**config.mk**
```make
export PLATFORM = sky130hd
export DESIGN_NAME = evm_vote_tally
export DESIGN_NICKNAME = d
export VERILOG_FILES = /design/src/rtl/evm_pkg.sv /design/src/rtl/evm_argmax.sv /design/src/rtl/evm_vote_tally.sv
export SDC_FILE = /design/constraint.sdc
export NUM_CORES = 1
export LEC_CHECK = 0
export ABC_CLOCK_PERIOD_IN_PS = 8500
export BUFFER_PORTS_ARGS = -buffer_cell sky130_fd_sc_hd__buf_2
export CAP_MARGIN = 20
export CORE_MARGIN = 1
export CORE_UTILIZATION = 50
export CTS_CLUSTER_DIAMETER = 60
export DETAILED_ROUTE_END_ITERATION = 16
export GPL_TIMING_DRIVEN = 0
export PLACE_DENSITY = 0.67
export RECOVER_POWER = 25
export SLEW_MARGIN = 30
export SYNTH_ARGS = -nofsm -noshare
export SYNTH_HDL_FRONTEND = slang
export SYNTH_SLANG_ARGS = --single-unit
```
**constraint.sdc**
```tcl
create_clock -name clock -period 8.5 [get_ports clock]
set_clock_uncertainty 0.1 [all_clocks]
set_input_delay 1.7 -clock clock [delete_from_list [all_inputs] [get_ports clock]]
set_output_delay 1.7 -clock clock [all_outputs]
set_load 0.02 [all_outputs]
```
**src/rtl/evm_pkg.sv**
```systemverilog
// -----------------------------------------------------------------------------
// evm_pkg
// Shared definitions for the EVM vote-capture / tally engine:
//   - reject reason codes reported on reject_code
//   - voter-session FSM state encoding
//   - width helpers for the candidate index (IDX_W), the vote total (TOT_W)
//     and the number of internal tallies
// Build option: EVM_NOTA_EN adds a NOTA tally at internal index N_CAND, which
// widens the index so that N_CAND itself is addressable.
// -----------------------------------------------------------------------------
package evm_pkg;

   localparam logic [2:0] RC_NONE          = 3'd0;
   localparam logic [2:0] RC_NOT_ENROLLED  = 3'd1;
   localparam logic [2:0] RC_ALREADY_VOTED = 3'd2;
   localparam logic [2:0] RC_MULTI_PRESS   = 3'd3;
   localparam logic [2:0] RC_TIMEOUT       = 3'd4;
   localparam logic [2:0] RC_ABORT         = 3'd5;
   localparam logic [2:0] RC_SATURATED     = 3'd6;

   typedef enum logic [2:0] {
      S_IDLE,
      S_CAST,
      S_COMMIT,
      S_HOLD,
      S_REJECT,
      S_WAIT_REL
   } state_t;

   function automatic int idx_w_f(input int n_cand);
`ifdef EVM_NOTA_EN
      return ($clog2(n_cand + 1) < 1) ? 1 : $clog2(n_cand + 1);
`else
      return ($clog2(n_cand) < 1) ? 1 : $clog2(n_cand);
`endif
   endfunction

   function automatic int tot_w_f(input int cnt_w, input int n_cand);
      return cnt_w + $clog2(n_cand + 1);
   endfunction

   function automatic int n_tally_f(input int n_cand);
`ifdef EVM_NOTA_EN
      return n_cand + 1;
`else
      return n_cand;
`endif
   endfunction

endpackage

```
**src/rtl/evm_argmax.sv**
```systemverilog
// -----------------------------------------------------------------------------
// evm_argmax
// Combinational N-way maximum over packed unsigned values.
//   vals : N values of W bits, value i at vals[i*W +: W]
//   idx  : lowest index holding the maximum
//   tie  : more than one value equals the maximum (all-equal counts as a tie)
// -----------------------------------------------------------------------------
module evm_argmax
   import evm_pkg::*;
#(
   parameter int N  = 4,
   parameter int W  = 8,
   parameter int IW = 2
) (
   input  logic [N*W-1:0] vals,
   output logic [IW-1:0]  idx,
   output logic           tie
);

   logic [W-1:0]            best;
   logic [$clog2(N+1)-1:0]  n_best;

   always_comb begin
      best = vals[W-1:0];
      idx  = '0;
      // strict '>' keeps the earliest index on equal values
      for (int i = 1; i < N; i++) begin
         if (vals[i*W +: W] > best) begin
            best = vals[i*W +: W];
            idx  = IW'(i);
         end
      end
      n_best = '0;
      for (int i = 0; i < N; i++) begin
         if (vals[i*W +: W] == best) n_best = n_best + 1'b1;
      end
      tie = (n_best > 1);
   end

endmodule

```
**src/rtl/evm_vote_tally.sv**
```systemverilog
// -----------------------------------------------------------------------------
// evm_vote_tally
// Vote capture and tally engine: voter-session FSM (authenticate -> cast ->
// VVPAT hold), cast timeout, multi-press rejection, saturating tallies, tie
// detection and coded reject reasons.
// Build option: EVM_NOTA_EN adds the nota_btn input and a NOTA tally at
// internal index N_CAND (counted in total_votes, excluded from winner/tie).
//
// Ports:
//   clock, reset_n        clock, asynchronous active-low reset
//   mode                  1 = voting, 0 = result readout
//   uid, enter, uid_valid voter ID, submit strobe, enrolled flag
//   cand_btn [nota_btn]   debounced candidate buttons (level)
//   unlock, sel           readout enable and candidate index for sel_count
//   busy                  session active
//   accepted / reject     one-cycle pulses; reject_code holds the reason
//   vvpat_valid/vvpat_id  VVPAT slip and candidate just voted
//   sel_count, total_votes, winner, tie   registered, gated readouts
//   mode_led              registered copy of mode
// -----------------------------------------------------------------------------
module evm_vote_tally
   import evm_pkg::*;
#(
   parameter  int N_CAND      = 4,
   parameter  int UID_W       = 6,
   parameter  int CNT_W       = 8,
   parameter  int TIMEOUT_CYC = 1000,
   parameter  int HOLD_CYC    = 8,
   localparam int IDX_W       = idx_w_f(N_CAND),
   localparam int TOT_W       = tot_w_f(CNT_W, N_CAND)
) (
   input  logic              clock,
   input  logic              reset_n,
   input  logic              mode,
   input  logic [UID_W-1:0]  uid,
   input  logic              enter,
   input  logic              uid_valid,
   input  logic [N_CAND-1:0] cand_btn,
`ifdef EVM_NOTA_EN
   input  logic              nota_btn,
`endif
   input  logic              unlock,
   input  logic [IDX_W-1:0]  sel,
   output logic              busy,
   output logic              accepted,
   output logic              reject,
   output logic [2:0]        reject_code,
   output logic              vvpat_valid,
   output logic [IDX_W-1:0]  vvpat_id,
   output logic [CNT_W-1:0]  sel_count,
   output logic [TOT_W-1:0]  total_votes,
   output logic [IDX_W-1:0]  winner,
   output logic              tie,
   output logic              mode_led
);

   localparam int N_T   = n_tally_f(N_CAND);
   localparam int NV    = 2**UID_W;
   localparam int TMR_W = $clog2(TIMEOUT_CYC + 1);
   localparam int HC_W  = $clog2(HOLD_CYC + 1);
   localparam int NP_W  = $clog2(N_T + 1);
   localparam logic [CNT_W-1:0] CNT_MAX  = '1;
   localparam logic [TMR_W-1:0] TMR_LAST = TMR_W'(TIMEOUT_CYC - 1);

   state_t                  state;
   logic [CNT_W-1:0]        tally [N_T];
   logic [NV-1:0]           voted;
   logic [UID_W-1:0]        uid_q;
   logic [IDX_W-1:0]        idx_q;
   logic [TMR_W-1:0]        timer;
   logic [HC_W-1:0]         hold_cnt;

   logic [N_T-1:0]          btn;
   logic                    any_press;
   logic [NP_W-1:0]         n_press;
   logic [IDX_W-1:0]        press_idx;
   logic [IDX_W-1:0]        vid;
   logic [N_CAND*CNT_W-1:0] cand_flat;
   logic [TOT_W-1:0]        sum;
   logic [IDX_W-1:0]        am_idx;
   logic                    am_tie;

`ifdef EVM_NOTA_EN
   assign btn = {nota_btn, cand_btn};
   assign vid = (press_idx == IDX_W'(N_CAND)) ? '1 : press_idx;
`else
   assign btn = cand_btn;
   assign vid = press_idx;
`endif
   assign any_press = |btn;

   // press count plus the pressed index (exact when only one bit is set)
   always_comb begin
      n_press   = '0;
      press_idx = '0;
      for (int i = N_T - 1; i >= 0; i--) begin
         if (btn[i]) begin
            n_press   = n_press + 1'b1;
            press_idx = IDX_W'(i);
         end
      end
   end

   always_comb begin
      cand_flat = '0;
      for (int i = 0; i < N_CAND; i++) cand_flat[i*CNT_W +: CNT_W] = tally[i];
      sum = '0;
      for (int i = 0; i < N_T; i++) sum = sum + TOT_W'(tally[i]);
   end

   // NOTA never enters the argmax: only the N_CAND candidate tallies are fed
   evm_argmax #(.N(N_CAND), .W(CNT_W), .IW(IDX_W)) u_argmax (
      .vals (cand_flat),
      .idx  (am_idx),
      .tie  (am_tie)
   );

   always_ff @(posedge clock or negedge reset_n) begin
      if (!reset_n) begin
         state       <= S_IDLE;
         busy        <= 1'b0;
         accepted    <= 1'b0;
         reject      <= 1'b0;
         reject_code <= RC_NONE;
         vvpat_valid <= 1'b0;
         vvpat_id    <= '0;
         uid_q       <= '0;
         idx_q       <= '0;
         timer       <= '0;
         hold_cnt    <= '0;
         voted       <= '0;
         for (int i = 0; i < N_T; i++) tally[i] <= '0;
      end else begin
         accepted <= 1'b0;
         reject   <= 1'b0;
         case (state)
            S_IDLE: begin
               if (enter && mode && !any_press) begin
                  uid_q       <= uid;
                  reject_code <= RC_NONE;
                  busy        <= 1'b1;
                  if (!uid_valid) begin
                     state       <= S_REJECT;
                     reject      <= 1'b1;
                     reject_code <= RC_NOT_ENROLLED;
                  end else if (voted[uid]) begin
                     state       <= S_REJECT;
                     reject      <= 1'b1;
                     reject_code <= RC_ALREADY_VOTED;
                  end else begin
                     state <= S_CAST;
                     timer <= '0;
                  end
               end
            end
            S_CAST: begin
               timer <= timer + 1'b1;
               // branch order encodes ABORT > MULTI > SATURATED > commit > TIMEOUT
               if (!mode) begin
                  state       <= S_REJECT;
                  reject      <= 1'b1;
                  reject_code <= RC_ABORT;
               end else if (n_press > NP_W'(1)) begin
                  state       <= S_REJECT;
                  reject      <= 1'b1;
                  reject_code <= RC_MULTI_PRESS;
               end else if (n_press == NP_W'(1)) begin
                  if (tally[press_idx] == CNT_MAX) begin
                     state       <= S_REJECT;
                     reject      <= 1'b1;
                     reject_code <= RC_SATURATED;
                  end else begin
                     // outputs go high for the COMMIT cycle itself
                     state       <= S_COMMIT;
                     accepted    <= 1'b1;
                     vvpat_valid <= 1'b1;
                     vvpat_id    <= vid;
                     idx_q       <= press_idx;
                  end
               end else if (timer == TMR_LAST) begin
                  state       <= S_REJECT;
                  reject      <= 1'b1;
                  reject_code <= RC_TIMEOUT;
               end
            end
            S_COMMIT: begin
               tally[idx_q] <= tally[idx_q] + 1'b1;
               voted[uid_q] <= 1'b1;
               hold_cnt     <= HC_W'(1);
               vvpat_valid  <= (HOLD_CYC > 1);
               state        <= S_HOLD;
            end
            S_HOLD: begin
               // hold_cnt = VVPAT-high cycles already completed, COMMIT included
               if (vvpat_valid) begin
                  hold_cnt    <= hold_cnt + 1'b1;
                  vvpat_valid <= ((int'(hold_cnt) + 1) < HOLD_CYC);
               end else if (!any_press) begin
                  state <= S_IDLE;
                  busy  <= 1'b0;
               end
            end
            S_REJECT: state <= S_WAIT_REL;
            S_WAIT_REL: begin
               if (!any_press) begin
                  state <= S_IDLE;
                  busy  <= 1'b0;
               end
            end
            default: begin
               state <= S_IDLE;
               busy  <= 1'b0;
            end
         endcase
      end
   end

   // readouts are visible only in unlocked result mode
   always_ff @(posedge clock or negedge reset_n) begin
      if (!reset_n) begin
         sel_count   <= '0;
         total_votes <= '0;
         winner      <= '0;
         tie         <= 1'b0;
         mode_led    <= 1'b0;
      end else begin
         mode_led <= mode;
         if (!mode && unlock) begin
            sel_count   <= (int'(sel) < N_T) ? tally[sel] : '0;
            total_votes <= sum;
            winner      <= am_idx;
            tie         <= am_tie;
         end else begin
            sel_count   <= '0;
            total_votes <= '0;
            winner      <= '0;
            tie         <= 1'b0;
         end
      end
   end

endmodule

```
Word level (Yosys, flattened, before mapping)
Index checks and enable logic that the tools add are counted.
{"block": "op_classes", "n_addsub": 13, "mux": 87, "n_eq_ne": 23, "n_lt_le_gt_ge": 13, "reduce_logical": 21, "bitwise_logic": 7}
{"cell": "$mux W8", "count": 11}
{"cell": "$or A64 B64 Y64", "count": 1}
{"cell": "$mux W3", "count": 21}
{"cell": "$bmux W8 S2", "count": 3}
{"cell": "$bwmux W32", "count": 1}
{"cell": "$eq A8 B8 Y1", "count": 4}
{"cell": "$mux W10", "count": 3}
{"cell": "$mux W1", "count": 27}
{"cell": "$gt A8 B8 Y1", "count": 3}
{"cell": "$pmux W10 S2", "count": 1}
{"cell": "$mux W2", "count": 9}
{"cell": "$ne A2 B2 Y1 const B", "count": 9}
{"cell": "$pmux W3 S6", "count": 1}
{"cell": "$demux W8 S2", "count": 1}
{"cell": "$add A3 B1 Y3 const B", "count": 5}
{"cell": "$lt A6 B7 Y1 const B", "count": 2}
{"cell": "$add A10 B8 Y11", "count": 1}
{"cell": "$mux W11", "count": 1}
{"cell": "$add A10 B1 Y10 const B", "count": 1}
{"cell": "$add A9 B8 Y10", "count": 1}
{"cell": "$eq A10 B10 Y1 const B", "count": 1}
{"cell": "$ne A5 B5 Y1 const B", "count": 2}
{"cell": "$reduce_and A5 Y1", "count": 2}
{"cell": "$add A8 B8 Y9", "count": 1}
{"cell": "33 further kinds", "count": 52}
{"block": "totals", "reg_bits": 151, "input_bits": 18, "out_inout_bits": 32, "word_cells": 184}

Depth between registers and ports, before layout
Gate-level depths: netlist (run 1).
{"block": "logic_depth", "depth_word": 16, "mapped_depth": 36, "ltp_nobuf": 31}

By module
Synthesis (run 1) repeated with hierarchy kept, for this count alone.
{"block": "hier_totals", "cells_unflattened": 943, "hier_area_um2": 9613.0}
{"module": "evm_vote_tally", "instances": 1, "cells_per_inst": 726, "seq_area_each_um2": 3753.6, "area_per_inst_um2": 7901.3}
{"module": "evm_argmax", "instances": 1, "cells_per_inst": 217, "seq_area_each_um2": 0.0, "area_per_inst_um2": 1711.6}

Worst setup path after synthesis (run 1)
Ideal clock, no wire load.
{"block": "synth_path", "path_type": "flip-flop to flip-flop", "from": "register tally, in the netlist cand_flat[4]", "to": "register tie", "path_buffers": 6, "slack_ns": 1.356, "t_required_ns": 8.264, "setup_ns": 0.136, "period_less_slack_ns": 7.144, "arrival_ns": 6.908, "stages_incl_launch_ff": 35, "path_cell_list": "dfrtp_1 clkbuf_1 inv_1 ha_1 nand4_1 nand2b_1 clkbuf_1 nand2_1 nand3_1 and2_1 ha_1 and4b_1 a211oi_1 o221a_2 buf_2 or2_1 buf_2 buf_4 a31oi_1 inv_1 ha_1 a21oi_1 a21oi_1 o22ai_1 clkbuf_1 mux2i_1 xnor2_1 nand2_1 or4_1 ha_1 nor3_1 nand2b_1 ha_1 o31ai_1 mux2i_1"}
{"block": "synth_via", "elab_chain_len": 16, "word_cells_on_any_way": 19, "cone_classes": "3 x add/sub; 4 x order compare; 4 x eq/ne; 8 x mux"}
{"element": "start: declaration", "line_no": "evm_vote_tally.sv:66", "rtl": "logic [CNT_W-1:0] tally [N_T];"}
{"element": "start signal: indexed assignment", "line_no": "evm_vote_tally.sv:187", "rtl": "tally[idx_q] <= tally[idx_q] + 1'b1;"}
{"element": "$gt A8 B8 Y1", "line_no": "evm_argmax.sv:28", "rtl": "if (vals[i*W +: W] > best) begin"}
{"element": "$mux W8", "line_no": "evm_argmax.sv:28"}
{"element": "$gt A8 B8 Y1", "line_no": "evm_argmax.sv:28"}
{"element": "$mux W8", "line_no": "evm_argmax.sv:28"}
{"element": "$gt A8 B8 Y1", "line_no": "evm_argmax.sv:28"}
{"element": "$mux W8", "line_no": "evm_argmax.sv:28"}
{"element": "$eq A8 B8 Y1", "line_no": "evm_argmax.sv:35", "rtl": "if (vals[i*W +: W] == best) n_best = n_best + 1'b1;"}
{"element": "$mux W1", "line_no": "evm_argmax.sv:35"}
{"element": "$add A1 B1 Y2", "line_no": "evm_argmax.sv:35"}
{"element": "$mux W3", "line_no": "evm_argmax.sv:35"}
{"element": "$add A3 B1 Y3", "line_no": "evm_argmax.sv:35"}
{"element": "$mux W3", "line_no": "evm_argmax.sv:35"}
{"element": "$add A3 B1 Y3", "line_no": "evm_argmax.sv:35"}
{"element": "$mux W3 (*)", "line_no": "evm_argmax.sv:35"}
{"element": "$gt A3 B1 Y1 (*)", "line_no": "evm_argmax.sv:37", "rtl": "tie = (n_best > 1);"}
{"element": "$mux W1 (*)", "line_no": "evm_vote_tally.sv:228", "rtl": "if (!mode && unlock) begin"}
{"element": "end signal: assignment", "line_no": "evm_vote_tally.sv:232", "rtl": "tie <= am_tie;"}
{"element": "end: declaration", "line_no": "evm_vote_tally.sv:53", "rtl": "output logic tie,"}
Mark *: on every way between the ends. The rest lies on a longest branch, timed or not.
A chain may end at the register's enable or synchronous reset.

Final worst setup path (run 1)
{"block": "layout_path", "from": "register tally, in the netlist cand_flat[5]", "to": "register tie"}
The elaborated chain is that of the path after synthesis.

==> impl_metrics.ini, run 1 <==
[run_status]
status = complete, but fails checks
violations = max-capacitance violations, max-slew violations

[synthesis]
synth_ff_type = dfrtp_1
synthCells = 870
yosysWarningCount = 0
synth_area_um2 = 9250
yosysTopAreaCellShare_pct = 40.6
seq_area_frac_synth_pct = 40.6
synth_edf_count = 0
ys_ff_latch = 150
yosysUniqueCellTypes = 65
synth_top_area_cell = dfrtp_1
syn_nets = 948
synthTopCellsByArea = dfrtp_1, mux4_2, ha_1, xnor2_1, fa_1
avgSynthCellArea_um2 = 10.6
async_flop_share_pct = 100

[timing]
setup_viol = 0
slew_viol_final = 74
max_slew.worst_pin.slew_ps = 3990
rsz0062_at_grt = no
hold_violations = 0
finalCritPeriodShare_pct = 94.6
fin_crit_ps = 8040
fmax_mhz = 124
hold_ws_ps = 351
max-slew-margin-rel_pct = -166
setup_tns_ps = 0

[cts]
clk_latency_ps = 440
postCtsHoldBufs = 0
cts_root_buffer = clkbuf_16
clkTransAtPathRegs_ps = 70
clockBufferDepth = 2
cts_tree = yes
htreeDepth = 4
cts.sinks = 150
cts_buffers = 17

[worst_setup_path]
crit_arrival_ps = 8240
rr_endpoint = tie
cp.required_ps = 8700
startpoint_type = flip-flop
cp-startpoint = cand_flat[5]
crit_path_max_fanout = 10
r2r_start = cand_flat[5]
endpoint = tie
slowest_delay_ps = 590
worstSetupPathType = reg -> reg
crit_top_cell = ha_1
crit_path_top_delay_cell = dfrtp_1
worst-r2r-cell-count = 34
end_kind = flip-flop
r2r_slack_ps = 460

[power]
p_leak_nw = 5.01
vdd_drop_max_mv = 0.535
total_power_mw = 2.48
pwr_density_cell_nw_per_um2 = 238

[final_layout]
layout_commonest_cell = dfrtp_1
nNetsFinal = 1007
finalNonFillerCells = 1171
drive_gt1_share_pct = 16.0
syn_to_final_growth_pct = 12.4
n_fill_cell = 1569
layout_common_cells = dfrtp_1, nor2_1, nand2_1, ha_1
diodes = 0

[hold_path]
hold_class = reg -> reg

[routing]
drt.antenna.violating_nets = 0
drtPass1Iterations = 7
drc = 0
wirelength_mm = 23.1
wl_per_cell_um = 19.7
num_vias = 7047
viasPerCell = 6.02
drt_first_iter_violations = 561

[floorplanning]
die_area_um2 = 19000
ios = 50
initial_utilization_pct = 51.3
die_y_um = 138
coreArea_um2 = 18000
chipWidth_um = 138
rows = 49

[global_routing]
grt_first_pass_wirelength_mm = 36.9
overflow = 0
antenna_found_initial = 0
grt_max_degree = 78
grtUsageTotal_pct = 26.1
grt_pass1_vias = 6793

[place]
dp_cells = 1142
dpl.hpwl_mm = 16.8
port_buffers = 42
gp_congestion = 0.951

[flow_run]
maxCapViolCount = 1
cell families after synthesis:
logic type	synth area share, %
flip-flops	40.6
XOR/XNOR	5.97
AND/OR/NAND/NOR	14.1
AO/OA/AOI/OAI	13.7
buffers and inverters	3.91
adder cells (fa/ha/maj)	9.42
other	0.0406
multiplexers	12.3
registers in the layout, summed over array words and instances, names as in the netlist:
register     flops
mode_led         1
sel_count        8
cand_flat       32
vvpat_valid      1
busy             1
timer           10
hold_cnt         4
total_votes     10
idx_q            2
state            3
uid_q            6
voted           64
tie              1
accepted         1
reject_code      3
reject           1
winner           2
repair_timing:
item,CTS,global route
resized for setup,1,13
cloned,0,0
setup endpoints to repair,1,1
buffers inserted,0,0
critical path: cells and delay by family, from the launching register on:
kind	cells	cell delay [ps]
multiplexers	2	440
AO/OA/AOI/OAI	8	1790
buffers and inverters	7	1480
XOR/XNOR	1	210
adder cells (fa/ha/maj)	5	1270
flip-flops	1	590
AND/OR/NAND/NOR	11	1980
per-layer routing:
metal / routed length (um) / up-vias / global-route usage [%]
met5: 0 / - / 0
met4: 707 / 0 / 11.1
met3: 1350 / 60 / 5.37
met2: 10900 / 270 / 41.8
met1: 10100 / 3451 / 34.5
li1: - / 3266 / -
power by group:
part | leakage (nW) | total (mW) | internal (mW) | switching, mW
clock network | 0.275 | 0.742 | 0.391 | 0.351
logic | 2.67 | 0.961 | 0.400 | 0.561
registers | 2.06 | 0.775 | 0.745 | 0.0308
cells in the mapped netlist, drive strengths merged (2+ instances only):
cell type,number
dfrtp,150
xnor2,37
xor2,26
mux4,37
a21oi,40
o21a,2
and3,2
mux2,17
or2,2
nand3,29
ha,44
nand2,55
o41ai,2
a211oi,2
buf,9
nor4,8
nand2b,10
nor3b,7
clkbuf,46
and4,3
nor2,58
o22ai,3
nor2b,7
o31a,2
nor3,24
mux2i,9
fa,16
o21ai,34
nand4,19
o21bai,36
and2,19
a21o,37
inv,30
o31ai,2
o32a,2
o211ai,10
a31oi,12
nand3b,4
or4,4
worst min-delay path by stage:
stage | slack, ps | to | cells after the start | from
4_1_cts | 360 | voted[14] | 1 | voted[14]
3_3_place_gp | 330 | voted[37] | 1 | voted[37]
5_1_grt | 370 | voted[36] | 1 | voted[36]
6_report | 350 | voted[14] | 1 | voted[14]
2_1_floorplan | 320 | voted[13] | 1 | voted[13]
3_5_place_dp | 340 | voted[36] | 1 | voted[36]
through the flow:
stage          utilization [%]  area (um^2)  worst slack (ps)
2_1_floorplan                -         9250              1360
3_3_place_gp              54.1         9740             -70.9
6_report                  57.7        10400               457
4_1_cts                   57.6        10400              21.6
3_5_place_dp              54.4         9800              -108
5_1_grt                   57.7        10400              26.4
layout make-up:
type                            instances  area (um^2)  area share (%)
Tap cell                              229          287            2.76
Inverter                               30          113            1.08
Timing Repair Buffer                   43          235            2.26
Sequential cell                       150         3760            36.2
Clock buffer                           17          425            4.09
Buffer                                 52          239            2.30
Clock inverter                         15          153            1.47
Multi-Input combinational cell        635         5180            49.9
Power figures use the tool's default switching activity.
==> inputs of run 2 (changes only) <==
--- a/config.mk
+++ b/config.mk
@@ -9,11 +9,11 @@
 export BUFFER_PORTS_ARGS = -buffer_cell sky130_fd_sc_hd__buf_2
 export CAP_MARGIN = 20
 export CORE_MARGIN = 1
-export CORE_UTILIZATION = 50
+export CORE_UTILIZATION = 45
 export CTS_CLUSTER_DIAMETER = 60
 export DETAILED_ROUTE_END_ITERATION = 16
 export GPL_TIMING_DRIVEN = 0
-export PLACE_DENSITY = 0.67
+export PLACE_DENSITY = 0.62
 export RECOVER_POWER = 25
 export SLEW_MARGIN = 30
 export SYNTH_ARGS = -nofsm -noshare
==> impl_metrics.ini, run 2 (synthesis results as in run 1) <==
[run_status]
status = complete, but fails checks
violations = max-capacitance violations, max-slew violations

[global_routing]
antenna_found_initial = 0
grtUsageTotal_pct = 23.4
grt_pass1_vias = 6914
overflow = 0
grt_max_degree = 82
grt_first_pass_wirelength_mm = 38.1

[routing]
drc = 0
drt_first_iter_violations = 570
wirelength_mm = 23.6
wl_per_cell_um = 19.4
drt.antenna.violating_nets = 0
viasPerCell = 5.82
drtPass1Iterations = 5
num_vias = 7048

[floorplanning]
rows = 52
coreArea_um2 = 20200
initial_utilization_pct = 45.8
die_area_um2 = 21100
ios = 50
chipWidth_um = 145
die_y_um = 145

[place]
port_buffers = 42
dp_cells = 1183
gp_congestion = 0.938
dpl_cell_area_um2 = 9850
dp_slack_ps = -116
dpl.hpwl_mm = 17.1

[worst_setup_path]
cp.required_ps = 8700
crit_path_top_delay_cell = or4_1
critPathTopFamily = compound AO/OA/AOI/OAI gates
crit_top_cell = ha_1
crit_path_max_fanout = 10
worstSetupPathType = reg -> reg
slowest_delay_ps = 500
crit_arrival_ps = 8220
end_kind = flip-flop
crit_buf_inv = 7
startpoint_type = flip-flop

[final_layout]
regMostFlops = voted
nNetsFinal = 1007
final_area_um2 = 10500
finalNonFillerCells = 1212
layout_commonest_cell = dfrtp_1
syn_to_final_growth_pct = 13.4
largest_reg_flops = 64
final_util_pct = 52.0
n_fill_cell = 1847
diodes = 0
layout_common_cells = dfrtp_1, nor2_1, nand2_1, ha_1, clkbuf_1
drive_gt1_share_pct = 16.1
multi_input_area_um2 = 5180
seq_area_um2 = 3760

[timing]
setup_viol = 0
rsz0062_at_grt = no
slew_viol_final = 70
finalCritPeriodShare_pct = 94.3
max_slew.worst_pin.slew_ps = 3860
max-slew-margin-rel_pct = -157
fin_crit_ps = 8010
fin_ws_ps = 485
fmax_mhz = 125
hold_violations = 0

[cts]
clkTransAtPathRegs_ps = 70
clk_latency_ps = 440
postCtsHoldBufs = 0
cts.sinks = 150
cts_buffers = 17
cts_root_buffer = clkbuf_16
clockBufferDepth = 2
cts_tree = yes
htreeDepth = 4

[power]
p_leak_nw = 5.04
pwr_density_cell_nw_per_um2 = 241
vdd_drop_max_mv = 0.170
total_power_mw = 2.53

[flow_run]
maxCapViolCount = 1

[hold_path]
hold_class = reg -> reg
==> run 2: cell count changes in the layout (fill, tap and decap cells not counted), sizes merged <==
cell,before,now
buf,51,50
clkinvlp,3,0
bufinv,0,2
clkbuf,61,62
inv,40,41
==> run 2: cell type report <==
class                           count  share of cell area [%]
Multi-Input combinational cell    635                    49.4
Sequential cell                   150                    35.9
Clock buffer                       17                    4.06
Tap cell                          270                    3.22
Buffer                             52                    2.30
Timing Repair Buffer               43                    2.24
Clock inverter                     15                    1.90
Inverter                           30                    1.07
==> run 2: power breakdown <==
part | switching [mW] | leakage (nW) | internal (mW)
Combinational | 0.546 | 2.68 | 0.395
Sequential | 0.0314 | 2.06 | 0.744
Clock | 0.356 | 0.307 | 0.452
Total | 0.934 | 5.04 | 1.59
==> run 2: path summary, 6_finish.rpt <==
check / startpoint / to / slack, ps / cells past startpoint
worst max-delay path: cand_flat[1] / tie / 490 / 34
worst min-delay path: voted[5] / voted[5] / 350 / 1
worst max register to register: cand_flat[1] / tie / 490 / 34
worst min register to register: voted[5] / voted[5] / 350 / 1
max in group asynchronous: reset_n / cand_flat[6] / 3330 / 1
min in group asynchronous: reset_n / total_votes[4] / 2480 / 1
==> run 2: repair_timing <==
action / in CTS / in global routing
gates resized for setup: 1 / 14
pin swaps: 0 / 1
setup endpoints to repair: 1 / 1
buffers inserted: 0 / 0
==> run 2: metal layers <==
metal | routed length [um] | up-vias | global-route usage, %
met5 | 0 | - | 0
met3 | 1170 | 52 | 4.73
met4 | 628 | 0 | 8.37
li1 | - | 3273 | -
met1 | 10500 | 3478 | 31.3
met2 | 11300 | 245 | 37.8
==> run 2: per-stage QoR <==
| stage | TNS (ps) | hold WS (ps) |
|---|---|---|
| floorplan | 0 | 320 |
| global placement | -46.4 | 330 |
| finish | 0 | 350 |
| global route | 0 | 365 |
| CTS | 0 | 356 |
| detailed placement | -116 | 339 |
==> run 2: worst reg2reg max path: cells and delay by family, from the launching register on <==
| kind | cells | cell delay [ps] |
|---|---|---|
| compound gates | 9 | 2140 |
| xor+xnor | 1 | 200 |
| fa+ha+maj | 5 | 1260 |
| buf+inv | 7 | 1470 |
| flops | 1 | 490 |
| mux | 2 | 430 |
| simple gates | 10 | 1800 |
